<file path="src/rtl/readout_sequencer_pkg.sv">
// Shared definitions for the readout sequencer: FSM state encoding,
// header tag and ring-buffer settle time.
package readout_sequencer_pkg;

    // Sequencer states; the encoding is also exported on the debug port.
    typedef enum logic [2:0] {
        ST_IDLE    = 3'd0,
        ST_SELECT  = 3'd1,
        ST_SETTLE  = 3'd2,
        ST_HEADER  = 3'd3,
        ST_DATA    = 3'd4,
        ST_ADVANCE = 3'd5,
        ST_FINISH  = 3'd6
    } state_e;

    // Tag placed in the top nibble of every per-channel header word.
    localparam logic [3:0] HEADER_TAG = 4'hC;

    // Cycles the selected ring buffer needs before its output word is valid.
    localparam int SETTLE_CYCLES = 2;

endpackage : readout_sequencer_pkg

</file>
<file path="src/rtl/readout_sequencer_rr_pick.sv">
// Round-robin picker: returns the lowest set bit of the pending mask at or
// above the rr pointer, wrapping modulo NCH, plus a flag that any bit is set.
module rr_pick #(
    parameter int NCH  = 8,
    parameter int IDXW = 3
) (
    input  logic [NCH-1:0]  pending,
    input  logic [IDXW-1:0] rr,
    output logic [IDXW-1:0] index,
    output logic            any
);

    // Walk offsets from the farthest to the nearest so the nearest match wins.
    always_comb begin
        int j;
        j     = 0;
        index = '0;
        any   = |pending;
        for (int k = NCH - 1; k >= 0; k--) begin
            j = int'(rr) + k;
            if (j >= NCH) begin
                j = j - NCH;
            end
            if (pending[j]) begin
                index = IDXW'(j);
            end
        end
    end

endmodule : rr_pick

</file>
<file path="src/rtl/readout_sequencer.sv">
// Readout sequencer: walks the enabled channels in round-robin order and, for
// each one, emits a header word followed by how_many data words taken from the
// channel's ring buffer, pulsing spi_done to advance the buffer between words.
//
// Downstream handshake: out_valid/out_data are registered. A word transfers on
// a rising edge where out_valid and out_ready are both high. Once raised,
// out_valid and out_data stay unchanged until that transfer (only abort or
// reset may withdraw them). out_data is zero whenever out_valid is low, and
// out_ready has no effect while out_valid is low.
module readout_sequencer
    import readout_sequencer_pkg::*;
#(
    parameter int NCH   = 8,
    parameter int SIZE  = 12,
    parameter int WIDTH = 12
) (
    input  logic                 clk,
    input  logic                 reset_n,
    input  logic                 start,
    input  logic                 abort,
    input  logic [NCH-1:0]       ch_enable,
    input  logic [SIZE-1:0]      how_many,
    output logic [NCH-1:0]       read_request,
    output logic [NCH-1:0]       spi_done,
    input  logic [NCH*WIDTH-1:0] ch_data,
    output logic [WIDTH-1:0]     out_data,
    output logic                 out_valid,
    input  logic                 out_ready,
    output logic                 busy,
    output logic                 done,
    output state_e               state_dbg
);

    localparam int IDXW = $clog2(NCH);

    state_e          state;
    logic [NCH-1:0]  pending;
    logic [SIZE-1:0] hm;
    logic [SIZE-1:0] word_cnt;
    logic [IDXW-1:0] rr;
    logic [IDXW-1:0] sel;
    logic [1:0]      settle_cnt;
    logic            first_entry;

    logic [IDXW-1:0] pick_idx;
    logic            pick_any;
    logic [WIDTH-1:0] sel_word;
    logic [WIDTH-1:0] hdr_word;
    logic [3:0]       sel4;
    logic [IDXW-1:0]  next_rr;
    logic [NCH-1:0]   sel_onehot;
    logic [NCH-1:0]   pick_onehot;
    logic [SIZE-1:0]  cnt_next;
    logic             xfer;
    logic             ch_complete;
    logic             abort_take;

    rr_pick #(
        .NCH  (NCH),
        .IDXW (IDXW)
    ) u_rr_pick (
        .pending (pending),
        .rr      (rr),
        .index   (pick_idx),
        .any     (pick_any)
    );

    assign state_dbg   = state;
    assign sel_word    = ch_data[int'(sel)*WIDTH +: WIDTH];
    assign sel4        = 4'(sel);
    assign next_rr     = (sel == IDXW'(NCH - 1)) ? '0 : sel + IDXW'(1);
    assign sel_onehot  = NCH'(1) << sel;
    assign pick_onehot = NCH'(1) << pick_idx;
    assign cnt_next    = word_cnt + SIZE'(1);
    assign xfer        = out_valid && out_ready;

    // An abort arriving while FINISH is already signalling done is left alone
    // so that done stays a single-cycle pulse.
    assign abort_take  = abort && (state != ST_IDLE) && (state != ST_FINISH);

    // Channel finished: header accepted with nothing to read, or last data
    // word accepted. The final word never advances the ring buffer.
    assign ch_complete = xfer && (((state == ST_HEADER) && (hm == '0)) ||
                                  ((state == ST_DATA) && (cnt_next == hm)));

    // Header word: tag in the top nibble, channel number in the bottom nibble.
    always_comb begin
        hdr_word                = '0;
        hdr_word[WIDTH-1 -: 4]  = HEADER_TAG;
        hdr_word[3:0]           = sel4;
    end

    // Sequencer FSM with all outputs registered.
    always_ff @(posedge clk or negedge reset_n) begin
        if (!reset_n) begin
            state        <= ST_IDLE;
            pending      <= '0;
            hm           <= '0;
            word_cnt     <= '0;
            rr           <= '0;
            sel          <= '0;
            settle_cnt   <= '0;
            first_entry  <= 1'b0;
            read_request <= '0;
            spi_done     <= '0;
            out_data     <= '0;
            out_valid    <= 1'b0;
            busy         <= 1'b0;
            done         <= 1'b0;
        end else begin
            done     <= 1'b0;
            spi_done <= '0;
            if (abort_take) begin
                read_request <= '0;
                out_valid    <= 1'b0;
                out_data     <= '0;
                pending      <= '0;
                busy         <= 1'b0;
                done         <= 1'b1;
                state        <= ST_FINISH;
            end else if (ch_complete) begin
                word_cnt     <= (state == ST_DATA) ? cnt_next : word_cnt;
                out_valid    <= 1'b0;
                out_data     <= '0;
                read_request <= '0;
                pending      <= pending & ~sel_onehot;
                rr           <= next_rr;
                state        <= ST_SELECT;
            end else begin
                case (state)
                    ST_IDLE: begin
                        if (start) begin
                            pending <= ch_enable;
                            hm      <= how_many;
                            rr      <= '0;
                            busy    <= 1'b1;
                            state   <= ST_SELECT;
                        end
                    end
                    ST_SELECT: begin
                        if (!pick_any) begin
                            busy  <= 1'b0;
                            done  <= 1'b1;
                            state <= ST_FINISH;
                        end else begin
                            sel          <= pick_idx;
                            word_cnt     <= '0;
                            settle_cnt   <= 2'(SETTLE_CYCLES);
                            first_entry  <= 1'b1;
                            read_request <= pick_onehot;
                            state        <= ST_SETTLE;
                        end
                    end
                    ST_SETTLE: begin
                        if (settle_cnt == 2'd1) begin
                            out_valid <= 1'b1;
                            if (first_entry) begin
                                first_entry <= 1'b0;
                                out_data    <= hdr_word;
                                state       <= ST_HEADER;
                            end else begin
                                out_data <= sel_word;
                                state    <= ST_DATA;
                            end
                        end else begin
                            settle_cnt <= settle_cnt - 2'd1;
                        end
                    end
                    ST_HEADER: begin
                        // Buffer output already settled, so the first data
                        // word follows the header directly.
                        if (xfer) begin
                            out_data <= sel_word;
                            state    <= ST_DATA;
                        end
                    end
                    ST_DATA: begin
                        if (xfer) begin
                            word_cnt  <= cnt_next;
                            out_valid <= 1'b0;
                            out_data  <= '0;
                            spi_done  <= sel_onehot;
                            state     <= ST_ADVANCE;
                        end
                    end
                    ST_ADVANCE: begin
                        settle_cnt <= 2'(SETTLE_CYCLES);
                        state      <= ST_SETTLE;
                    end
                    ST_FINISH: begin
                        state <= ST_IDLE;
                    end
                    default: begin
                        state <= ST_IDLE;
                    end
                endcase
            end
        end
    end

endmodule : readout_sequencer

</file>
<file path="config.mk">
export PLATFORM = sky130hd
export DESIGN_NAME = readout_sequencer
export DESIGN_NICKNAME = d
export VERILOG_FILES = /design/src/rtl/readout_sequencer_pkg.sv /design/src/rtl/readout_sequencer_rr_pick.sv /design/src/rtl/readout_sequencer.sv
export SDC_FILE = /design/constraint.sdc
export NUM_CORES = 1
export LEC_CHECK = 0
export ABC_AREA = 1
export CAP_MARGIN = 25
export CORE_MARGIN = 5
export CORE_UTILIZATION = 45
export CTS_BUF_LIST = sky130_fd_sc_hd__clkbuf_8
export DETAILED_ROUTE_END_ITERATION = 6
export PLACE_DENSITY = 0.82
export SKIP_LAST_GASP = 1
export SYNTH_ARGS = -nofsm -noshare
export SYNTH_HDL_FRONTEND = slang
export SYNTH_HIERARCHICAL = 1
export SYNTH_SLANG_ARGS = --single-unit
</file>
<file path="constraint.sdc">
create_clock -name clk -period 2.2 [get_ports clk]
set_input_delay 0.22 -clock clk [delete_from_list [all_inputs] [get_ports clk]]
set_output_delay 0.22 -clock clk [all_outputs]
set_load 0.01 [all_outputs]
</file>
==> results of run 1 <==
-- registers in the layout, indices dropped and copies added (netlist names) --
name / flops
out_valid: 1
spi_done: 8
rr: 3
sel: 3
first_entry: 1
hm: 12
pending: 8
out_data: 12
state_dbg: 3
busy: 1
settle_cnt: 2
read_request: 8
done: 1
word_cnt: 12
-- placed cells by master, fill, tap and decap left out, drive strengths merged, types with 9 or more instances in the layout --
master / n
o21ai: 85
dfrtp: 75
clkbuf: 9
buf: 63
o221ai: 9
ha: 10
nand3: 108
o22ai: 16
nand4: 10
clkdlybuf4s50: 153
nand2: 254
nor2: 97
inv: 92
a21oi: 18
-- repair_timing --
action	4_1_cts	5_1_grt
pin swaps	11	43
endpoints found under the hold margin	30	0
gates resized for setup	45	122
gates cloned	0	2
hold buffers	1	0
endpoints found under the setup margin	47	56
setup buffers	7	8
-- worst max-delay path by stage --
stage,startpoint,slack [ns],endpoint
2_1_floorplan,rr[1],0.02,read_request[2]
3_3_place_gp,word_cnt[1],-0.04,pending[5]
3_5_place_dp,word_cnt[0],-0.17,read_request[1]
4_1_cts,word_cnt[0],-0.03,out_data[2]
5_1_grt,word_cnt[1],-0.44,out_data[3]
6_report,word_cnt[1],-0.27,out_data[3]
-- power breakdown --
group,internal [mW],switching (mW),leakage [nW]
clock,0.741,0.532,0.119
sequential,1.84,0.462,0.973
combinational,2.59,3.93,2.80
-- area by class of cell --
type	count	area share
multi-input combinational	646	0.434
timing repair buffer	217	0.248
sequential	75	0.221
inverter	94	0.0445
tap	168	0.0247
clock buffer	9	0.0145
clock inverter	6	0.0123
timing repair inverter	1	0.000881
-- routing by layer --
| layer | wire length, um | vias up |
|---|---|---|
| met4 | 639 | 0 |
| met1 | 8520 | 3167 |
| met3 | 1530 | 64 |
| met5 | 0 | - |
| li1 | - | 3198 |
| met2 | 10200 | 381 |
-- metrics by stage --
| stage | utilization | cell area (sq um) | instances | hold WS [ns] | TNS (ns) |
|---|---|---|---|---|---|
| after floorplan | - | 5580 | 845 | -0.0756 | 0 |
| after global placement | 0.627 | 7560 | 1183 | 0.182 | -0.407 |
| after detailed placement | 0.627 | 7560 | 1183 | 0.186 | -4.13 |
| after CTS | 0.667 | 8040 | 1206 | 0.336 | -0.380 |
| after global routing | 0.706 | 8520 | 1216 | 0.392 | -15.58 |
| final | 0.706 | 8520 | 1216 | 0.332 | -7.51 |
-- cell families (layout without fill, tap and decap cells) --
logic type / count (synthesis) / after routing / share of synthesized area
XOR/XNOR: 2 / 2 / 0.00316
multiplexers: 1 / 1 / 0.00180
AND/OR/NAND/NOR: 481 / 481 / 0.382
flip-flops: 75 / 75 / 0.338
adder cells (fa/ha/maj): 10 / 10 / 0.0226
buffers and inverters: 124 / 327 / 0.0918
AO/OA/AOI/OAI: 152 / 152 / 0.160
==> results_dict.tcl, run 1 <==
set metrics [dict create \
    status "finished with violations" \
    violations "setup timing" \
    cts_htree_levels 3 \
    total_leakage_power_nw 3.90 \
    crit_chain "ha_4 > nand3_4 > nor2_4 > nand2_1 > nand2_1 > nand2_1 > nand2_1 > nand2_2 > inv_2 > nor2_2 > nand3_2 > nand2_4 > nand2_8 > nand3_4 > nand2_4 > clkinvlp_4 > nand3_1 > nand2_1" \
    max-slew-margin-rel 0.507 \
    path_depth 18 \
    ant_nets 0 \
    drt_wl_total_um 20800 \
    cp_slowest_cell "dfrtp_2" \
    drv_cap 0 \
    synth_cell_types 43 \
    yosysSeqAreaShare 0.338 \
    crit_type "reg -> reg" \
    min_period_over_period 1.12 \
    max_stage_delay_ns 0.42 \
    top_usage_layer "met2" \
    worst_pin_slew_ns 0.736 \
    dp_hpwl_um 15000 \
    setup_viol 48 \
    slew_violations 0 \
    reg2reg_slack_ns -0.27 \
    nets 1175 \
    yosys.area.top_type "dfrtp_1" \
    die_area_sq_mm 0.0146 \
    fillerInstances 950 \
    globalplace.congestion 0.960 \
    first_pass_iters 5 \
    timing.fmax_ghz 0.404 \
    clockBufferDepth 2 \
    rows 40 \
    root_buffer "clkbuf_8" \
    wl_per_cell_um 17.1 \
    vias_per_cell 5.60 \
    io_buffers 154 \
    start_util 0.460 \
    end_kind "flip-flop" \
    met1_usage 0.365 \
    clkLatencyLatePin_ns 0.37 \
    drc 0 \
    synth-edff-count 0 \
    cp.required_ns 2.46 \
    cp_common_cell "nand2_1" \
    ios 155 \
    seq_area_sq_mm 0.00188 \
    hp-class "in -> async" \
    hold_viol_final 0 \
    core_area_sq_mm 0.0121 \
    dieWidth_um 121 \
    drive_gt1_frac 0.215 \
    diodes 0 \
    grt_overflow 0 \
    crit_family "simple AND/OR/NAND/NOR gates" \
    total_power_mw 10.1 \
    powerDensity_mw_per_mm2 1180 \
    die_y_um 121 \
    yosys.cell_count.top_type "nand2_1" \
    cts.clk_slew.worst_paths_ns 0.08 \
    synth_seq_cells 75 \
    irDropWorstVdd_v 0.000651 \
    synthTopCellsByArea "dfrtp_1 (34%), nand2_1 (16%), nand3_1 (8.7%)" \
    antenna_found_initial 0 \
    synth_area_sq_mm 0.00555 \
    synth.avg_cell_area_sq_um 6.56 \
    arrival_ns 2.73 \
    r2r-start "word_cnt[1]" \
    startpoint_type "flip-flop" \
    dp_slack_ns -0.173 \
    cp_num_buf_inv 2 \
    cts.sinks 75 \
    grt_util_all_layers 0.266 \
    grt_first_pass_wirelength_um 31400 \
    async_reset_ff_frac 1.00 \
    fin_crit_ns 2.47 \
    clock_skew_ns 0.0138 \
    met2_usage 0.426 \
    synth_cells 845 \
    cp_max_fo 6 \
    cts_tree "done" \
    r2r-end "out_data[3]" \
    grt_max_degree 51 \
    drt_iter0_drc 778 \
    grt_pass1_vias 6394 \
    r2r_cells 18 \
    postLayoutSetupSlackWorst_ns -0.273 \
    yosysTopAreaCellShare 0.338 \
    rsz0062_at_grt "true" \
    yosys_most_used_dff "dfrtp_1" \
    syn-num-nets 976 \
    cts_buffers 9 \
    layout-area-overhead-vs-synth_pct 53.6 \
    ys_warn_count 6 \
    via_count 6810 \
    synth_common_cells "nand2_1 (240), nand3_1 (96), nor2_1 (90)" \
    multi_input_area_sq_mm 0.00370 \
    grt_use_met3 0.0378 \
]
(Power assumes the default switching activity.)
==> run 2, diff against run 1 <==
--- a/config.mk
+++ b/config.mk
@@ -6,12 +6,11 @@
 export NUM_CORES = 1
 export LEC_CHECK = 0
 export ABC_AREA = 1
-export CAP_MARGIN = 25
+export CAP_MARGIN = 20
 export CORE_MARGIN = 5
-export CORE_UTILIZATION = 45
-export CTS_BUF_LIST = sky130_fd_sc_hd__clkbuf_8
+export CORE_UTILIZATION = 44
 export DETAILED_ROUTE_END_ITERATION = 6
-export PLACE_DENSITY = 0.82
+export PLACE_DENSITY = 0.8
 export SKIP_LAST_GASP = 1
 export SYNTH_ARGS = -nofsm -noshare
 export SYNTH_HDL_FRONTEND = slang
==> run 2 against run 1 <==
  * The flow still finishes with violations (setup timing)
  * Critical path depth did not move
  * Largest cell class unchanged
  * Highest routed layer unchanged
  * Utilization fell by 0.45 points
  * Wire length rose by 1.1%
  * Critical endpoint is now word_cnt[6]
==> results_dict.tcl, run 2 (same netlist as run 1, synthesis figures left out) <==
set metrics [dict create \
    crit_type "reg -> reg" \
    cts_buffers 9 \
    status "finished with violations" \
    wl_per_cell_um 17.1 \
    cp.required_ns 2.46 \
    drt_wl_total_um 21100 \
    nets 1183 \
    setup_viol 52 \
    timing.fmax_ghz 0.414 \
    holdWs_ns 0.339 \
    instances_no_fill 1229 \
    violations "setup timing" \
    cp_max_fo 6 \
    arrival_ns 2.68 \
    met2_usage 0.408 \
    ios 155 \
    grt_first_pass_wirelength_um 30400 \
    grt_use_met3 0.0396 \
    hold_viol_final 0 \
    cts_tree "done" \
    dp_slack_ns -0.174 \
    end_kind "flip-flop" \
    min_period_over_period 1.10 \
    grt_overflow 0 \
    top_regs "hm: 12 flops, out_data: 12 flops, word_cnt: 12 flops" \
    top_usage_layer "met2" \
    drv_cap 0 \
    max-slew-margin-rel 0.622 \
    drive_gt1_frac 0.225 \
    ant_nets 0 \
    worst_pin_slew_ns 0.562 \
    layout-area-overhead-vs-synth_pct 57.7 \
    mostFrequentLayoutCells "nand2_1 (204), clkdlybuf4s50_1 (153), nor2_1 (86)" \
    hp-class "in -> async" \
    grt_util_all_layers 0.254 \
    grt_max_degree 51 \
    slew_violations 0 \
    clockBufferDepth 2 \
    irDropWorstVdd_v 0.000906 \
    final_area_sq_mm 0.00875 \
    fin_tns_setup_ns -6.59 \
    total_leakage_power_nw 4.01 \
    cts.clk_slew.worst_paths_ns 0.06 \
    r2r-start "word_cnt[1]" \
    fin_crit_ns 2.42 \
    drc 0 \
    fin_util 0.702 \
    met1_usage 0.352 \
    drt_iter0_drc 745 \
    startpoint_type "flip-flop" \
    clkLatencyLatePin_ns 0.34 \
    grt_pass1_vias 6089 \
    dieWidth_um 122 \
    placed_area_sq_mm 0.00758 \
    final_common_cell "nand2_1" \
    antenna_found_initial 0 \
    via_count 6805 \
    globalplace.congestion 0.986 \
    cts_htree_levels 3 \
    fillerInstances 971 \
    root_buffer "clkbuf_16" \
    diodes 0 \
    clock_skew_ns 0.00909 \
    powerDensity_mw_per_mm2 1210 \
    rows 41 \
    die_y_um 122 \
    total_power_mw 10.6 \
    die_area_sq_mm 0.0150 \
    r2r_cells 18 \
    dp_hpwl_um 14500 \
    core_area_sq_mm 0.0125 \
    rsz0062_at_grt "true" \
    r2r-end "word_cnt[6]" \
    first_pass_iters 5 \
    reg2reg_slack_ns -0.22 \
    cts.sinks 75 \
    dp.cells 1188 \
    postLayoutSetupSlackWorst_ns -0.216 \
    vias_per_cell 5.54 \
    start_util 0.445 \
    io_buffers 154 \
]
-- run 2: changes by cell type in the layout (fill, tap and decap cells not counted), sizes merged --
cell	previous run	this run
clkinv	4	3
bufinv	3	2
clkinvlp	2	3
inv	92	94
clkbuf	9	10
buf	63	70
-- run 2: area by class of cell --
type                       count  area, sq um  share of cell area
clock buffer                   9          225              0.0257
sequential                    75         1880               0.215
inverter                      94          382              0.0436
timing repair inverter         1         7.51            0.000858
multi-input combinational    646         3730               0.426
tap                          172          215              0.0246
timing repair buffer         225         2210               0.253
clock inverter                 7         98.8              0.0113
-- run 2: how the worst max path moves through the flow --
stage / depth (start not counted) / slack [ns] / start / endpoint
2_1_floorplan: 17 / 0.02 / rr[1] / read_request[2]
3_3_place_gp: 16 / -0.04 / word_cnt[0] / pending[7]
4_1_cts: 17 / -0.02 / word_cnt[1] / out_data[10]
5_1_grt: 17 / -0.38 / word_cnt[1] / out_data[6]
3_5_place_dp: 15 / -0.17 / word_cnt[0] / read_request[0]
6_report: 18 / -0.22 / word_cnt[1] / word_cnt[6]
-- run 2: repair_timing --
item                                   CTS  global route
setup endpoints to repair               37            60
buffers inserted                         4            17
hold buffers                             1             0
gates cloned                             1             2
pin swaps                                9            39
gates resized for setup                 47           129
endpoints found under the hold margin   28             0
-- run 2: report_power, final --
part,switching [mW],leakage (nW),internal [mW]
sequential,0.480,0.974,1.84
clock,0.620,0.156,1.00
combinational,3.95,2.88,2.67
total,5.05,4.01,5.51
-- run 2: layer usage --
metal	wire, um	vias up
li1	-	3218
met5	0	-
met1	8670	3207
met2	10500	320
met3	1280	60
met4	574	0
-- run 2: worst max-delay path: stages (launching register included) --
cell and delay (ns):
dfrtp_2 0.43, ha_4 0.20, buf_6 0.11, inv_2 0.03, nand2_2 0.07, nand2_1 0.07
nand2_1 0.06, nand2_1 0.08, nor2_1 0.13, nand4_1 0.09, nor2_1 0.12, nand3_1 0.12
nand2_2 0.14, nand2_8 0.11, buf_12 0.15, nand2_8 0.06, buf_12 0.13, nand3_1 0.09
o21ai_1 0.15
==> run 3, diff against run 2 <==
--- a/config.mk
+++ b/config.mk
@@ -14,5 +14,4 @@
 export SKIP_LAST_GASP = 1
 export SYNTH_ARGS = -nofsm -noshare
 export SYNTH_HDL_FRONTEND = slang
-export SYNTH_HIERARCHICAL = 1
 export SYNTH_SLANG_ARGS = --single-unit
==> run 3 against run 2 <==
  * The flow still finishes with violations (setup timing)
  * Wire length decreased by 0.68%
  * Cell count increased by 1.8%
  * Utilization down 1.6 points
  * Clock power down 4%
  * Sequential power up 3%
  * Non-clock buffer count is 9 higher
  * Worst hold slack gained 0.033 ns
==> results_dict.tcl, run 3 <==
set metrics [dict create \
    p_int_mw 5.66 \
    dp_hpwl_um 14500 \
    power_frac_seq 0.219 \
    synth_common_cells "nand2_1 (262), nor2_1 (105), inv_1 (94)" \
    hold_viol_final 0 \
    io_buffers 154 \
    total_leakage_power_nw 4.06 \
    synthTopCellsByArea "dfrtp_1 (34%), nand2_1 (18%), nor2_1 (7.1%)" \
    cts_buffers 9 \
    fin_crit_ns 2.49 \
    slew_violations 0 \
    ios 155 \
    postLayoutSetupSlackWorst_ns -0.290 \
    yosys_most_used_dff "dfrtp_1" \
    dieWidth_um 122 \
    hp-class "in -> async" \
    setup_viol 35 \
    arrival_ns 2.78 \
    crit_start "word_cnt[1]" \
    rsz0062_at_grt "true" \
    synth_cells 859 \
    die_area_sq_mm 0.0150 \
    mostFrequentLayoutCells "nand2_1 (232), clkdlybuf4s50_1 (153), nor2_1 (91)" \
    clkLatencyLatePin_ns 0.34 \
    vias_per_cell 5.47 \
    synth_seq_cells 75 \
    drive_gt1_frac 0.198 \
    grt_pass1_vias 6262 \
    nets 1205 \
    startpoint_type "flip-flop" \
    drt_wl_total_um 20900 \
    max-slew-margin-rel 0.525 \
    cts_tree "done" \
    layout-area-overhead-vs-synth_pct 54.4 \
    cp.required_ns 2.49 \
    synth-edff-count 0 \
    die_y_um 122 \
    crit_type "reg -> reg" \
    grt_util_all_layers 0.259 \
    grt_first_pass_wirelength_um 30800 \
    r2r-start "word_cnt[1]" \
    timing.fmax_ghz 0.402 \
    yosys.cell_count.top_type "nand2_1" \
    root_buffer "clkbuf_16" \
    synth.avg_cell_area_sq_um 6.47 \
    async_reset_ff_frac 1.00 \
    cts_htree_levels 3 \
    drt_iter0_drc 595 \
    end_kind "flip-flop" \
    cp_max_fo 10 \
    swShare 0.482 \
    power_frac_comb 0.639 \
    final_common_cell "nand2_1" \
    worst_pin_slew_ns 0.710 \
    yosysTopAreaCellShare 0.338 \
    powerDensity_mw_per_mm2 1270 \
    pwr-share-clk 0.142 \
    drv_cap 0 \
    r2r_cells 19 \
    endpoint "pending[0]" \
    p_switching_mw 5.27 \
    yosys.area.top_type "dfrtp_1" \
    top_regs "hm: 12 flops, out_data: 12 flops, word_cnt: 12 flops" \
    min_period_over_period 1.13 \
    drc 0 \
    cts.clk_slew.worst_paths_ns 0.06 \
    start_util 0.444 \
    core_area_sq_mm 0.0125 \
    total_power_mw 10.9 \
    wl_per_cell_um 16.7 \
    synth_area_sq_mm 0.00556 \
    diodes 0 \
    clockBufferDepth 2 \
    status "finished with violations" \
    grt_max_degree 44 \
    grt_overflow 0 \
    rows 41 \
    yosysSeqAreaShare 0.338 \
    clock_skew_ns 0.00767 \
    synth_cell_types 45 \
    via_count 6846 \
    holdWs_ns 0.372 \
    ys_warn_count 0 \
    violations "setup timing" \
    reg2reg_slack_ns -0.29 \
    globalplace.congestion 0.931 \
    ant_nets 0 \
    irDropWorstVdd_v 0.000627 \
    antenna_found_initial 0 \
    syn-num-nets 990 \
    first_pass_iters 5 \
    cts.sinks 75 \
    r2r-end "pending[0]" \
]
run 3: cell count changes after synthesis, sizes merged, moves of 6 or more:
cell,before,now
nand4,10,18
nor2,97,111
o22ai,16,24
nand3,108,69
nand2,254,268
inv,93,99
run 3: per-stage QoR:
stage	worst slack, ns	utilization	TNS [ns]	std cells	instance area [sq um]
6_report	-0.290	0.686	-6.89	1251	8580
5_1_grt	-0.474	0.686	-14.46	1251	8580
4_1_cts	-0.0961	0.655	-1.44	1247	8200
3_5_place_dp	-0.169	0.615	-4.03	1219	7690
3_3_place_gp	-0.108	0.615	-0.815	1219	7690
2_1_floorplan	0.0147	-	0	859	5560
run 3: power by group through the flow:
stage	sequential [mW]	combinational, mW	clock (mW)
after global placement	2.32	5.85	0
final	2.39	6.98	1.56
after CTS	2.32	6.30	1.55
after detailed placement	2.32	5.95	0
after global routing	2.44	7.71	1.62
after floorplan	2.28	3.80	0
run 3: worst min-delay path by stage:
| stage | slack [ns] | from | endpoint |
|---|---|---|---|
| floorplan | -0.08 | reset_n | busy |
| global placement | 0.20 | reset_n | read_request[0] |
| detailed placement | 0.20 | reset_n | read_request[0] |
| CTS | 0.38 | reset_n | read_request[7] |
| global route | 0.42 | reset_n | read_request[7] |
| finish | 0.37 | reset_n | read_request[0] |
run 3: final cells by class:
| cell class | count | area, sq um |
|---|---|---|
| Tap cell | 172 | 215 |
| Multi-Input combinational cell | 654 | 3590 |
| Clock inverter | 5 | 60.1 |
| Fill cell | 1003 | 3940 |
| Clock buffer | 11 | 253 |
| Timing Repair Buffer | 234 | 2210 |
| Inverter | 100 | 378 |
| Sequential cell | 75 | 1880 |
run 3: cell families (layout without fill, tap and decap cells):
family,after synthesis,in the layout,synth area share
AO/OA/AOI/OAI,156,156,0.162
XOR/XNOR,3,3,0.00473
adder cells (fa/ha/maj),10,10,0.0225
buffers and inverters,132,350,0.0946
flip-flops,75,75,0.338
AND/OR/NAND/NOR,483,485,0.378
run 3: worst max-delay path, stage by stage, from the launching register on:
cell,delay [ns]
dfrtp_1,0.42
ha_4,0.17
nand2_4,0.07
nor2_4,0.18
nand2_1,0.09
nand2_1,0.12
nand2_2,0.08
nand2_2,0.07
nand2_2,0.05
inv_2,0.04
nand2_1,0.04
nor2_1,0.10
nand3_1,0.12
nand2_2,0.13
buf_4,0.14
nand3_4,0.08
buf_12,0.16
nor2_1,0.17
o22ai_2,0.12
inv_1,0.07
run 3: what timing repair did:
action	4_1_cts	5_1_grt
setup endpoints to repair	36	46
buffers inserted	9	5
endpoints found under the hold margin	32	0
hold buffers	1	0
pin swaps	14	41
gates resized for setup	30	102
cloned	3	1
run 3: per-layer routing:
metal	GRT usage	up-vias	part of all wire
li1	-	3251	-
met1	0.318	3152	0.39
met2	0.436	359	0.48
met3	0.0645	84	0.097
met4	0.101	0	0.043
met5	0	-	0
==> edit, RTL diff (flow settings as in run 3) <==
The parameter `SIZE` goes from 12 to 13.
--- a/src/rtl/readout_sequencer.sv
+++ b/src/rtl/readout_sequencer.sv
@@ -13,3 +13,3 @@
     parameter int NCH   = 8,
-    parameter int SIZE  = 12,
+    parameter int SIZE  = 13,
     parameter int WIDTH = 12
Ports: changed (resized how_many); port bits go from 155 to 156. No check against the original RTL was run, so the function may have changed too.
==> edit against run 3 <==
The run still ends with setup timing left; first-iteration DRC count rose by 3.7%; total power fell by 9.6%; count of clock-buffer cells in the layout fell by 1; hold slack improved by 0.0051 ns; area after synthesis fell by 2.5%; worst setup slack improved by 0.068 ns; sequential cell count rose by 2; routed wire length fell by 9.2%; global-route usage fell by 1.4 points; design area fell by 5.0%; critical path type unchanged; highest routed layer unchanged.
==> edit: results (changes against run 3) <==
metric	value	unit	change
wl	19000	um	was 20900 um
synth_area_per_cell	6.52	um2	was 6.47 um2
vdd_drop_max	0.552	mV	was 0.627 mV
vias	6473		was 6846
gp_congestion	0.996		was 0.931
status	complete, but fails checks		unchanged
crit_end	out_data[7]		was pending[0]
timing.rr.end	out_data[7]		was pending[0]
grt_pass1_wl	29100	um	was 30800 um
io_buffers	155		was 154
fill_cells	1011		was 1003
reg_top3	hm (13), word_cnt (13), out_data (12)		was hm (12), out_data (12), word_cnt (12)
drive_above_1_share	14.0	%	was 19.8%
violations	setup timing		unchanged
cp_max_fo	6		was 10
grt_start_max_net_pins	47		was 44
synth_common_cells	nand2_1 (244), nor2_1 (125), inv_1 (79), dfrtp_1 (77), o21ai_0 (70)		was nand2_1 (262), nor2_1 (105), inv_1 (94), dfrtp_1 (75), o21ai_0 (75)
synth_nets	963		was 990
drt_iter0_markers	617		was 595
setup_viol	35		unchanged
p_sw_share	46.7	%	was 48.2%
skew	0.00962	ns	was 0.00767 ns
setup_slack	-0.222	ns	was -0.290 ns
critPathMaxStageDelay	0.44	ns	was 0.42 ns
dp_hpwl	13900	um	was 14500 um
-- edit: worst min-delay path by stage --
stage          slack [ns]  startpoint  cells past startpoint    end
4_1_cts              0.38     reset_n                      2  hm[3]
5_1_grt              0.43     reset_n                      2  hm[2]
3_3_place_gp         0.19     reset_n                      1  hm[3]
2_1_floorplan       -0.08     reset_n                      0   busy
3_5_place_dp         0.19     reset_n                      1  hm[3]
6_report             0.38     reset_n                      2  hm[3]
-- edit: repair_timing --
item / 4_1_cts / 5_1_grt
endpoints found under the setup margin: 36 / 44
pin swaps: 7 / 14
gates resized for setup: 18 / 53
hold buffers: 1 / 0
gates cloned: 1 / 2
buffers inserted: 2 / 12
endpoints found under the hold margin: 32 / 0
-- edit: logic make-up after synthesis --
group                      share of synthesized area [%]
and+or+nand+nor                                     37.6
AOI/OAI and AO/OA                                   15.0
buffers and inverters                               8.45
xor gates and xnor gates                            1.06
adders and majority gates                           2.31
DFF                                                 35.5
-- edit: layout make-up --
class	count	area [um2]	area share [%]
clock buffer	10	239	2.93
sequential	77	1930	23.7
tap	168	210	2.58
inverter	83	318	3.90
timing repair buffer	222	2110	25.9
multi-input combinational	641	3270	40.1
clock inverter	6	68.8	0.844
-- edit: layer usage --
metal	part of all wire [%]	vias to the layer above	global-route usage, %
li1	-	3135	-
met1	43	3006	33.8
met2	48	294	39.1
met3	7.0	38	4.06
met4	2.3	0	8.00
met5	0	-	0
-- edit: stage by stage --
stage	area [um2]	TNS [ns]	power (mW)
after global placement	7450	-1.30	7.59
final	8150	-4.72	9.88
after CTS	7860	-0.650	9.34
after floorplan	5430	0	5.75
after global routing	8150	-10.13	10.7
after detailed placement	7450	-4.19	7.65
-- edit: power by group through the flow --
stage | Combinational, mW | Sequential (mW) | Clock (mW)
final | 5.86 | 2.47 | 1.54
after global routing | 6.53 | 2.53 | 1.60
after CTS | 5.40 | 2.41 | 1.53
after detailed placement | 5.25 | 2.40 | 0
after global placement | 5.18 | 2.42 | 0
after floorplan | 3.38 | 2.37 | 0
